`src/rtl/mem_req_master.sv`:
```
// mem_req_master: single-outstanding initiator for the sparse memory port.
// Commands in, one response out per command, with timeout and stats.
module mem_req_master #(
    parameter int WIDTH_DATA     = 8,
    parameter int WIDTH_ADDR     = 8,
    parameter int TIMEOUT_CYCLES = 64,
    parameter int STAT_WIDTH     = 16
) (
    input  logic                  clk,
    input  logic                  rst,
    input  logic                  cmd_valid,
    output logic                  cmd_ready,
    input  logic                  cmd_wr,
    input  logic [WIDTH_ADDR-1:0] cmd_addr,
    input  logic [WIDTH_DATA-1:0] cmd_data,
    output logic                  mem_req,
    output logic                  mem_wr_nrd,
    output logic [WIDTH_ADDR-1:0] mem_addr,
    output logic [WIDTH_DATA-1:0] mem_din,
    input  logic                  mem_busy,
    input  logic                  mem_read_valid,
    input  logic [WIDTH_DATA-1:0] mem_dout,
    input  logic                  mem_write_error,
    output logic                  rsp_valid,
    input  logic                  rsp_ready,
    output logic                  rsp_wr,
    output logic [WIDTH_ADDR-1:0] rsp_addr,
    output logic [WIDTH_DATA-1:0] rsp_data,
    output logic                  rsp_err,
    output logic                  rsp_timeout,
    output logic [STAT_WIDTH-1:0] stat_wr_cnt,
    output logic [STAT_WIDTH-1:0] stat_rd_cnt,
    output logic [STAT_WIDTH-1:0] stat_err_cnt
);

    localparam int TW = $clog2(TIMEOUT_CYCLES + 1);

    typedef enum logic [2:0] {
        IDLE,
        ISSUE,
        ACK,
        DONE,
        RESP
    } state_t;

    state_t state_q, state_d;

    logic [TW-1:0]         timer_q, timer_d;
    logic                  cmd_ready_d;
    logic                  mem_req_d;
    logic                  mem_wr_nrd_d;
    logic [WIDTH_ADDR-1:0] mem_addr_d;
    logic [WIDTH_DATA-1:0] mem_din_d;
    logic                  rsp_valid_d;
    logic                  rsp_wr_d;
    logic [WIDTH_ADDR-1:0] rsp_addr_d;
    logic [WIDTH_DATA-1:0] rsp_data_d;
    logic                  rsp_err_d;
    logic                  rsp_timeout_d;
    logic [STAT_WIDTH-1:0] stat_wr_d, stat_rd_d, stat_err_d;

    logic                  in_flight;
    logic                  timeout_hit;
    logic                  fin_err;
    logic [WIDTH_DATA-1:0] fin_data;

    assign in_flight   = (state_q == ISSUE) || (state_q == ACK) ||
                         (state_q == DONE);
    assign timeout_hit = (timer_q == TW'(TIMEOUT_CYCLES - 1));

    // completion result, shared by DONE and the ACK fast path
    assign fin_err  = mem_wr_nrd ? mem_write_error : ~mem_read_valid;
    assign fin_data = (!mem_wr_nrd && mem_read_valid) ? mem_dout : '0;

    // next-state and next-output logic
    always_comb begin
        state_d       = state_q;
        timer_d       = timer_q;
        cmd_ready_d   = cmd_ready;
        mem_req_d     = mem_req;
        mem_wr_nrd_d  = mem_wr_nrd;
        mem_addr_d    = mem_addr;
        mem_din_d     = mem_din;
        rsp_valid_d   = rsp_valid;
        rsp_wr_d      = rsp_wr;
        rsp_addr_d    = rsp_addr;
        rsp_data_d    = rsp_data;
        rsp_err_d     = rsp_err;
        rsp_timeout_d = rsp_timeout;
        stat_wr_d     = stat_wr_cnt;
        stat_rd_d     = stat_rd_cnt;
        stat_err_d    = stat_err_cnt;

        if (in_flight) begin
            timer_d = timer_q + TW'(1);
        end

        unique case (state_q)
            IDLE: begin
                cmd_ready_d = 1'b1;
                if (cmd_valid && cmd_ready) begin
                    mem_wr_nrd_d = cmd_wr;
                    mem_addr_d   = cmd_addr;
                    mem_din_d    = cmd_data;
                    rsp_wr_d     = cmd_wr;
                    rsp_addr_d   = cmd_addr;
                    cmd_ready_d  = 1'b0;
                    timer_d      = '0;
                    state_d      = ISSUE;
                end
            end
            ISSUE: begin
                if (!mem_busy) begin
                    mem_req_d = 1'b1;
                    state_d   = ACK;
                end
            end
            ACK: begin
                if (mem_busy) begin
                    mem_req_d = 1'b0;
                    state_d   = DONE;
                end else if (mem_read_valid) begin
                    mem_req_d     = 1'b0;
                    rsp_data_d    = fin_data;
                    rsp_err_d     = fin_err;
                    rsp_timeout_d = 1'b0;
                    rsp_valid_d   = 1'b1;
                    state_d       = RESP;
                end
            end
            DONE: begin
                if (!mem_busy) begin
                    rsp_data_d    = fin_data;
                    rsp_err_d     = fin_err;
                    rsp_timeout_d = 1'b0;
                    rsp_valid_d   = 1'b1;
                    state_d       = RESP;
                end
            end
            RESP: begin
                if (rsp_ready) begin
                    rsp_valid_d   = 1'b0;
                    rsp_err_d     = 1'b0;
                    rsp_timeout_d = 1'b0;
                    cmd_ready_d   = 1'b1;
                    state_d       = IDLE;
                end
            end
            default: state_d = IDLE;
        endcase

        // an expiring timer overrides whatever the memory did this cycle
        if (in_flight && timeout_hit) begin
            mem_req_d     = 1'b0;
            rsp_err_d     = 1'b1;
            rsp_timeout_d = 1'b1;
            rsp_data_d    = '0;
            rsp_valid_d   = 1'b1;
            state_d       = RESP;
        end

        if (rsp_valid_d && !rsp_valid) begin
            if (rsp_wr) begin
                if (~&stat_wr_cnt) stat_wr_d = stat_wr_cnt + STAT_WIDTH'(1);
            end else begin
                if (~&stat_rd_cnt) stat_rd_d = stat_rd_cnt + STAT_WIDTH'(1);
            end
            if (rsp_err_d && ~&stat_err_cnt) begin
                stat_err_d = stat_err_cnt + STAT_WIDTH'(1);
            end
        end
    end

    // state and registered outputs
    always_ff @(posedge clk) begin
        if (rst) begin
            state_q      <= IDLE;
            timer_q      <= '0;
            cmd_ready    <= 1'b0;
            mem_req      <= 1'b0;
            mem_wr_nrd   <= 1'b0;
            mem_addr     <= '0;
            mem_din      <= '0;
            rsp_valid    <= 1'b0;
            rsp_wr       <= 1'b0;
            rsp_addr     <= '0;
            rsp_data     <= '0;
            rsp_err      <= 1'b0;
            rsp_timeout  <= 1'b0;
            stat_wr_cnt  <= '0;
            stat_rd_cnt  <= '0;
            stat_err_cnt <= '0;
        end else begin
            state_q      <= state_d;
            timer_q      <= timer_d;
            cmd_ready    <= cmd_ready_d;
            mem_req      <= mem_req_d;
            mem_wr_nrd   <= mem_wr_nrd_d;
            mem_addr     <= mem_addr_d;
            mem_din      <= mem_din_d;
            rsp_valid    <= rsp_valid_d;
            rsp_wr       <= rsp_wr_d;
            rsp_addr     <= rsp_addr_d;
            rsp_data     <= rsp_data_d;
            rsp_err      <= rsp_err_d;
            rsp_timeout  <= rsp_timeout_d;
            stat_wr_cnt  <= stat_wr_d;
            stat_rd_cnt  <= stat_rd_d;
            stat_err_cnt <= stat_err_d;
        end
    end

endmodule

```
`config.mk`:
```
export PLATFORM = sky130hd
export DESIGN_NAME = mem_req_master
export DESIGN_NICKNAME = d
export VERILOG_FILES = /design/src/rtl/mem_req_master.sv
export SDC_FILE = /design/constraint.sdc
export NUM_CORES = 1
export LEC_CHECK = 0
export BUFFER_PORTS_ARGS = -buffer_cell sky130_fd_sc_hd__buf_2
export CAP_MARGIN = 20
export CORE_MARGIN = 1
export CORE_UTILIZATION = 23
export DETAILED_ROUTE_END_ITERATION = 16
export SYNTH_ARGS = -nofsm -noshare
export SYNTH_HDL_FRONTEND = slang
export SYNTH_SLANG_ARGS = --single-unit
```
`constraint.sdc`:
```
create_clock -name clk -period 2.27 [get_ports clk]
set_input_delay 0 -clock clk [delete_from_list [all_inputs] [get_ports clk]]
set_output_delay 0 -clock clk [all_outputs]
set_load 0.02 [all_outputs]
```
After elaboration in Yosys (flattened, before gate mapping):

Cells that the tools add are included.
Widths: inputs -> output; s select.

* input port bits: 32
* output and inout bits: 87
* register bits: 88
* memories kept: 0
* memory bits (read-only): 0
* latch bits: 0
* RAM bits: 0
* word-level logic and storage cells: 112

* order comparisons: 0
* shifts and indexed selects: 0
* muxes and demuxes: 41
* add/sub/neg operators: 4
* equal/unequal tests: 19
* multipliers: 0
* bitwise gates (word level): 4
* reduce and logical (&&, ||, !) cells: 29
* divide/modulo/power cells: 0

Operators by type and width (number)
* $add 16x1->16 const B: 3
* $reduce_and 16->1: 3
* $mux 8: 4
* $mux 3: 7
* $mux 7: 3
* $mux 1: 20
* $pmux 8 s2: 1
* $pmux 3 s5: 1
* $reduce_and 5->1: 3
* $ne 2x2->1 const B: 6
* $ne 3x2->1 const B: 4
* $ne 3x3->1 const B: 3
* $pmux 1 s3: 3
* $reduce_and 3->1: 3
* $add 7x1->7 const B: 1
* $eq 7x6->1 const B: 1
* $eq 3x2->1 const B: 2
* $reduce_and 2->1: 3
* $reduce_bool 2->1: 3
* $logic_and 1x1->1: 5
* $ne 4x3->1 const B: 1
* $not 1->1: 4
* $pmux 1 s2: 2
* $reduce_and 4->1: 1
* other kinds (7): 10

Depth between registers and ports, before layout:

* word-level depth: 8
* gate-level depth with buffers: 9
* depth with buffers taken out: 6

Worst setup path after synthesis:

No wires, ideal clock.

* path kind: flip-flop to flip-flop
* start: register stat_wr_cnt[0]
* end: register stat_wr_cnt[5]
* stages on the path, launching flop included: 8
* arrival time: 2.054 ns
* path slack: 0.093 ns
* clock period less this slack: 2.177 ns
* required time: 2.147 ns
* setup time: 0.123 ns
* cells stage by stage: dfxtp_1 > ha_1 > inv_1 > or3_1 > nor2_1 > clkbuf_1 > nor4_1 > mux2_1

* cells in the longest elaborated chain, start to end: 3

RTL lines
* start: declaration: line 31 `output logic [STAT_WIDTH-1:0] stat_wr_cnt,`
* start signal: assignment: line 207 `stat_wr_cnt <= stat_wr_d;`
* parallel branches: the longest is 3 deep, another holds $add 16x1->16

Several ways; the timed one is not identified.
A chain may end at the register's enable or synchronous reset.

Final worst setup path:

* start: register timer_q[0]
* end: register stat_err_cnt[5]

* cells in the longest elaborated chain, start to end: 5

RTL lines
* start: declaration: line 48 `logic [TW-1:0] timer_q, timer_d;`
* start signal: assignment: line 195 `timer_q <= timer_d;`
* $eq 7x6->1 *: line 69 `assign timeout_hit = (timer_q == TW'(TIMEOUT_CYCLES - 1));`
* $logic_and 1x1->1 *: line 153 `if (in_flight && timeout_hit) begin`
* $mux 1: line 153
* $logic_and 1x1->1, on equally long branches: line 162, 168
* $reduce_and 2->1 (no source line) *
* end signal: assignment: line 209 `stat_err_cnt <= stat_err_d;`
* end: declaration: line 33 `output logic [STAT_WIDTH-1:0] stat_err_cnt`

Mark *: on every way between the ends. The rest lies on a longest branch, timed or not.

==> metrics <==
adder-cell area share of the yosys netlist=between 1 and 1.5%; chip width=approximately 140 µm; status=complete, no violations; CTS Buffer Depth=2; cell area after synthesis=0.00421 mm²; post-layout instance area=between 0.005 and 0.006 mm²; WP depth=8; non-filler cells, final=a little under 900; sum of buffers and inverters on the critical path=2; Crit Path Category=reg2reg; Pint=about 0.0025 W; worst skew pair latency=~340 ps; 1st-iter DRT viols=148; Period Utilization, post-route=between 90% and 100%; clk root buf=clkbuf_16; Ports=about 120; Syn. warnings=0; Setup crit start=timer_q[0]$_SDFF_PP0_; RSZ-0062 raised after global routing=no; Switching Share=approximately a quarter; fmax=470 MHz; Final Wtd Congestion=0.773; post-synth cell types=51; Final Hold Vio Count=0; first-pass GRT wire length=approximately 19000 µm; most frequent cells in the layout=buf_2, dfxtp_1, a21oi_1, nand2_1, nor2_1; slew margin rel.=65.6%; Syn Nets=roughly 550; Most used DFF post-synth=dfxtp_1; clock sink count=88; Final Total Pwr=approximately 0.0034 W; crit path DAT=2410 ps; drt first pass iters=4; Crit. End Element=flop; die height=around 140 µm; Reg2Reg Setup Slack=140 ps; Pleak=between 2 and 2.5 nW; Layout area overhead=36.2%; layout cells sized above 1=between 20% and 30%; Top delay family on crit path=simple AND/OR/NAND/NOR gates; P_sw=slightly above 0.0008 W; post-synthesis xor/xnor area fraction=under 10%; async set-reset flop share out of synthesis=0%; vias per cell=about 4.8; commonest non-fill, non-tap cell in the layout=buf_2; fin nets=roughly 690; fin worst setup slack=~140 ps; RR Endpoint=stat_err_cnt[5]$_SDFFE_PP0P_; mux share of post-synthesis cell area=around 3.2%; VDD IR max=approximately 330 µV; Final Setup Violations=0; Data required, critical path=approximately 2600 ps; Largest stage delay, worst path=490 ps; total grt overflow=0; WL per Instance=13.4 µm; Mean Syn Cell Area=around 8.3 µm²; Synth Area in Compound Gates=18.1%; row count=slightly below 50; Slew @ Worst Pin=515 ps; largest net degree at the start of global routing=between 40 and 50; Placement Setup Slack=-5.64 ps; number of global-route vias before repair=~3.8k; WL final=11900 µm; ANT nets after route=0; GRT Total Usage=between 10% and 20%; Core Region=around 0.018 mm²; Seq/Total Area, Yosys=between 40% and 50%; initial core utilization=a little under a quarter; crit path cell chain=ha_2 > nand3_2 > nor4_4 > buf_4 > a311oi_2 > buf_12 > or4_1 > a21oi_1; Clock Power Share=43.8%; flops & latches, synth=88; Critical path destination=stat_err_cnt[5]$_SDFFE_PP0P_; CTS tree=built; Clock Pin Slew Worst Setup and Hold Paths=roughly 70 ps; simple logic cell fraction of the synthesized area=29.2%; Worst setup SP type=flop; crit path time final=~2100 ps; worst r2r src=timer_q[0]$_SDFF_PP0_; Clock Skew=9.31 ps; Post-DP HPWL=between 8000 and 9000 µm; CP Max Fanout=28; I/O Buffers=~120; cell count after synthesis=510; number of flops mapped to enable cells by yosys=0; main combinational cell family by area after synthesis=simple AND/OR/NAND/NOR gates; DR vias=around 4.2k; pwr dens=between 500 and 600 mW/mm²; Reg2Reg Depth=8; initial antenna violation count=0; highest-delay cell along the critical path=or4_1; Seq pwr share=between 40% and 50%; Filler cells=slightly below 2k; dpl cell area=0.00515 mm²; Max H-tree Level=3; # diodes=0; CTS buffer count=9; Hold Crit Class=in2reg; combinational group share of total power=8.7%; die area=between 0.015 and 0.02 mm²; max cap viols=0; Slew Viols, Final=0; drt drc=0; Placed Cells=approximately 840
==> per-stage QoR <==
step                      hold slack, ps  utilization, %  TNS [ps]
after floorplan                      136               -         0
after global placement               241            28.7         0
after detailed placement             247            28.7     -7.64
after CTS                           15.0            31.7         0
after global routing                30.9            31.9         0
final                               24.4            31.9         0
==> worst reg2reg max path, cell delays in order (launching register included) <==
cell and delay (ps):
dfxtp_2 350, ha_2 190, nand3_2 100, nor4_4 340
buf_4 180, a311oi_2 50, buf_12 180, or4_1 500
a21oi_1 170
==> synthesized netlist by cell type, types with 2 or more instances <==
master | n | area share [%]
o31ai_1 | 27 | 4.8
o21bai_1 | 3 | 0.53
buf_2 | 5 | 0.59
ha_1 | 4 | 1.2
nand4b_1 | 2 | 0.42
nand4bb_1 | 2 | 0.53
or3_1 | 11 | 1.6
nor2b_1 | 10 | 1.5
nand4_1 | 14 | 2.1
dfxtp_1 | 88 | 42
nand2b_1 | 7 | 1.0
buf_4 | 9 | 1.6
o2111ai_1 | 2 | 0.42
and4_1 | 5 | 1.0
nor4_1 | 8 | 1.2
inv_1 | 11 | 0.98
mux2_1 | 11 | 2.9
nor2_1 | 31 | 2.8
o21ai_0 | 4 | 0.48
or4_1 | 27 | 4.8
and3_1 | 3 | 0.45
nor3_1 | 7 | 0.83
or2_1 | 3 | 0.45
nand3_1 | 27 | 3.2
xor2_1 | 4 | 0.83
clkbuf_1 | 24 | 2.1
nand2_1 | 63 | 5.6
a21oi_1 | 67 | 8.0
o21ai_1 | 9 | 1.1
==> cell type report <==
type | count | area [µm²] | area share [%]
multi-input cells | 371 | 2250 | 39.3
flip-flops and latches | 88 | 1760 | 30.7
repair buffers | 172 | 1110 | 19.4
well taps | 229 | 287 | 4.99
clock buffers | 12 | 236 | 4.12
clock inverters | 3 | 43.8 | 0.763
inverters | 11 | 41.3 | 0.720
==> kinds of logic (layout without fill, tap and decap cells) <==
family	after synthesis	count (layout)
buffers and inverters	51	198
AOI/OAI and AO/OA	124	124
xor gates and xnor gates	5	5
DFF	88	88
muxes	12	12
adders and majority gates	4	4
and+or+nand+nor	226	226
==> repair_timing <==
item | CTS | global route
hold buffers | 26 | 0
pin swaps | 1 | 2
gates resized for setup | 0 | 8
setup endpoints to repair | 3 | 27
setup buffers | 1 | 0
hold endpoints to repair | 26 | 0
==> power by group through the flow <==
stage	clock network (W)	registers (W)	logic, W
CTS	0.00153	0.00159	0.000292
floorplan	0	0.00165	0.000137
finish	0.00147	0.00159	0.000291
detailed placement	0	0.00163	0.000257
global route	0.00159	0.00160	0.000324
global placement	0	0.00163	0.000257
==> registers in the layout (all words and copies together), names as in the netlist <==
| name | cells |
|---|---|
| mem_req | 1 |
| rsp_err | 1 |
| stat_rd_cnt | 16 |
| stat_wr_cnt | 16 |
| rsp_addr | 8 |
| timer_q | 7 |
| rsp_data | 8 |
| state_q | 3 |
| rsp_valid | 1 |
| rsp_wr | 1 |
| mem_din | 8 |
| stat_err_cnt | 16 |
| cmd_ready | 1 |
| rsp_timeout | 1 |
==> worst min path at each step <==
stage                            from                             to  slack, ps  cells past startpoint
after floorplan                cmd_wr            rsp_wr$_SDFFE_PP0P_        140                      2
after global placement    cmd_addr[1]       rsp_addr[1]$_SDFFE_PP0P_        240                      3
after detailed placement  cmd_addr[4]       rsp_addr[4]$_SDFFE_PP0P_        250                      3
after CTS                         rst   stat_err_cnt[9]$_SDFFE_PP0P_         10                      2
after global routing              rst  stat_err_cnt[15]$_SDFFE_PP0P_         30                      2
final                             rst  stat_err_cnt[13]$_SDFFE_PP0P_         20                      2
==> per-layer routing <==
| metal | track usage (%) | up-vias | share of wire (%) |
|---|---|---|---|
| li1 | - | 2152 | - |
| met1 | 16.6 | 1996 | 48 |
| met2 | 20.4 | 91 | 46 |
| met3 | 3.31 | 9 | 4.8 |
| met4 | 5.01 | 0 | 1.2 |
| met5 | 0 | - | 0 |
Power figures use the tool's default switching activity.
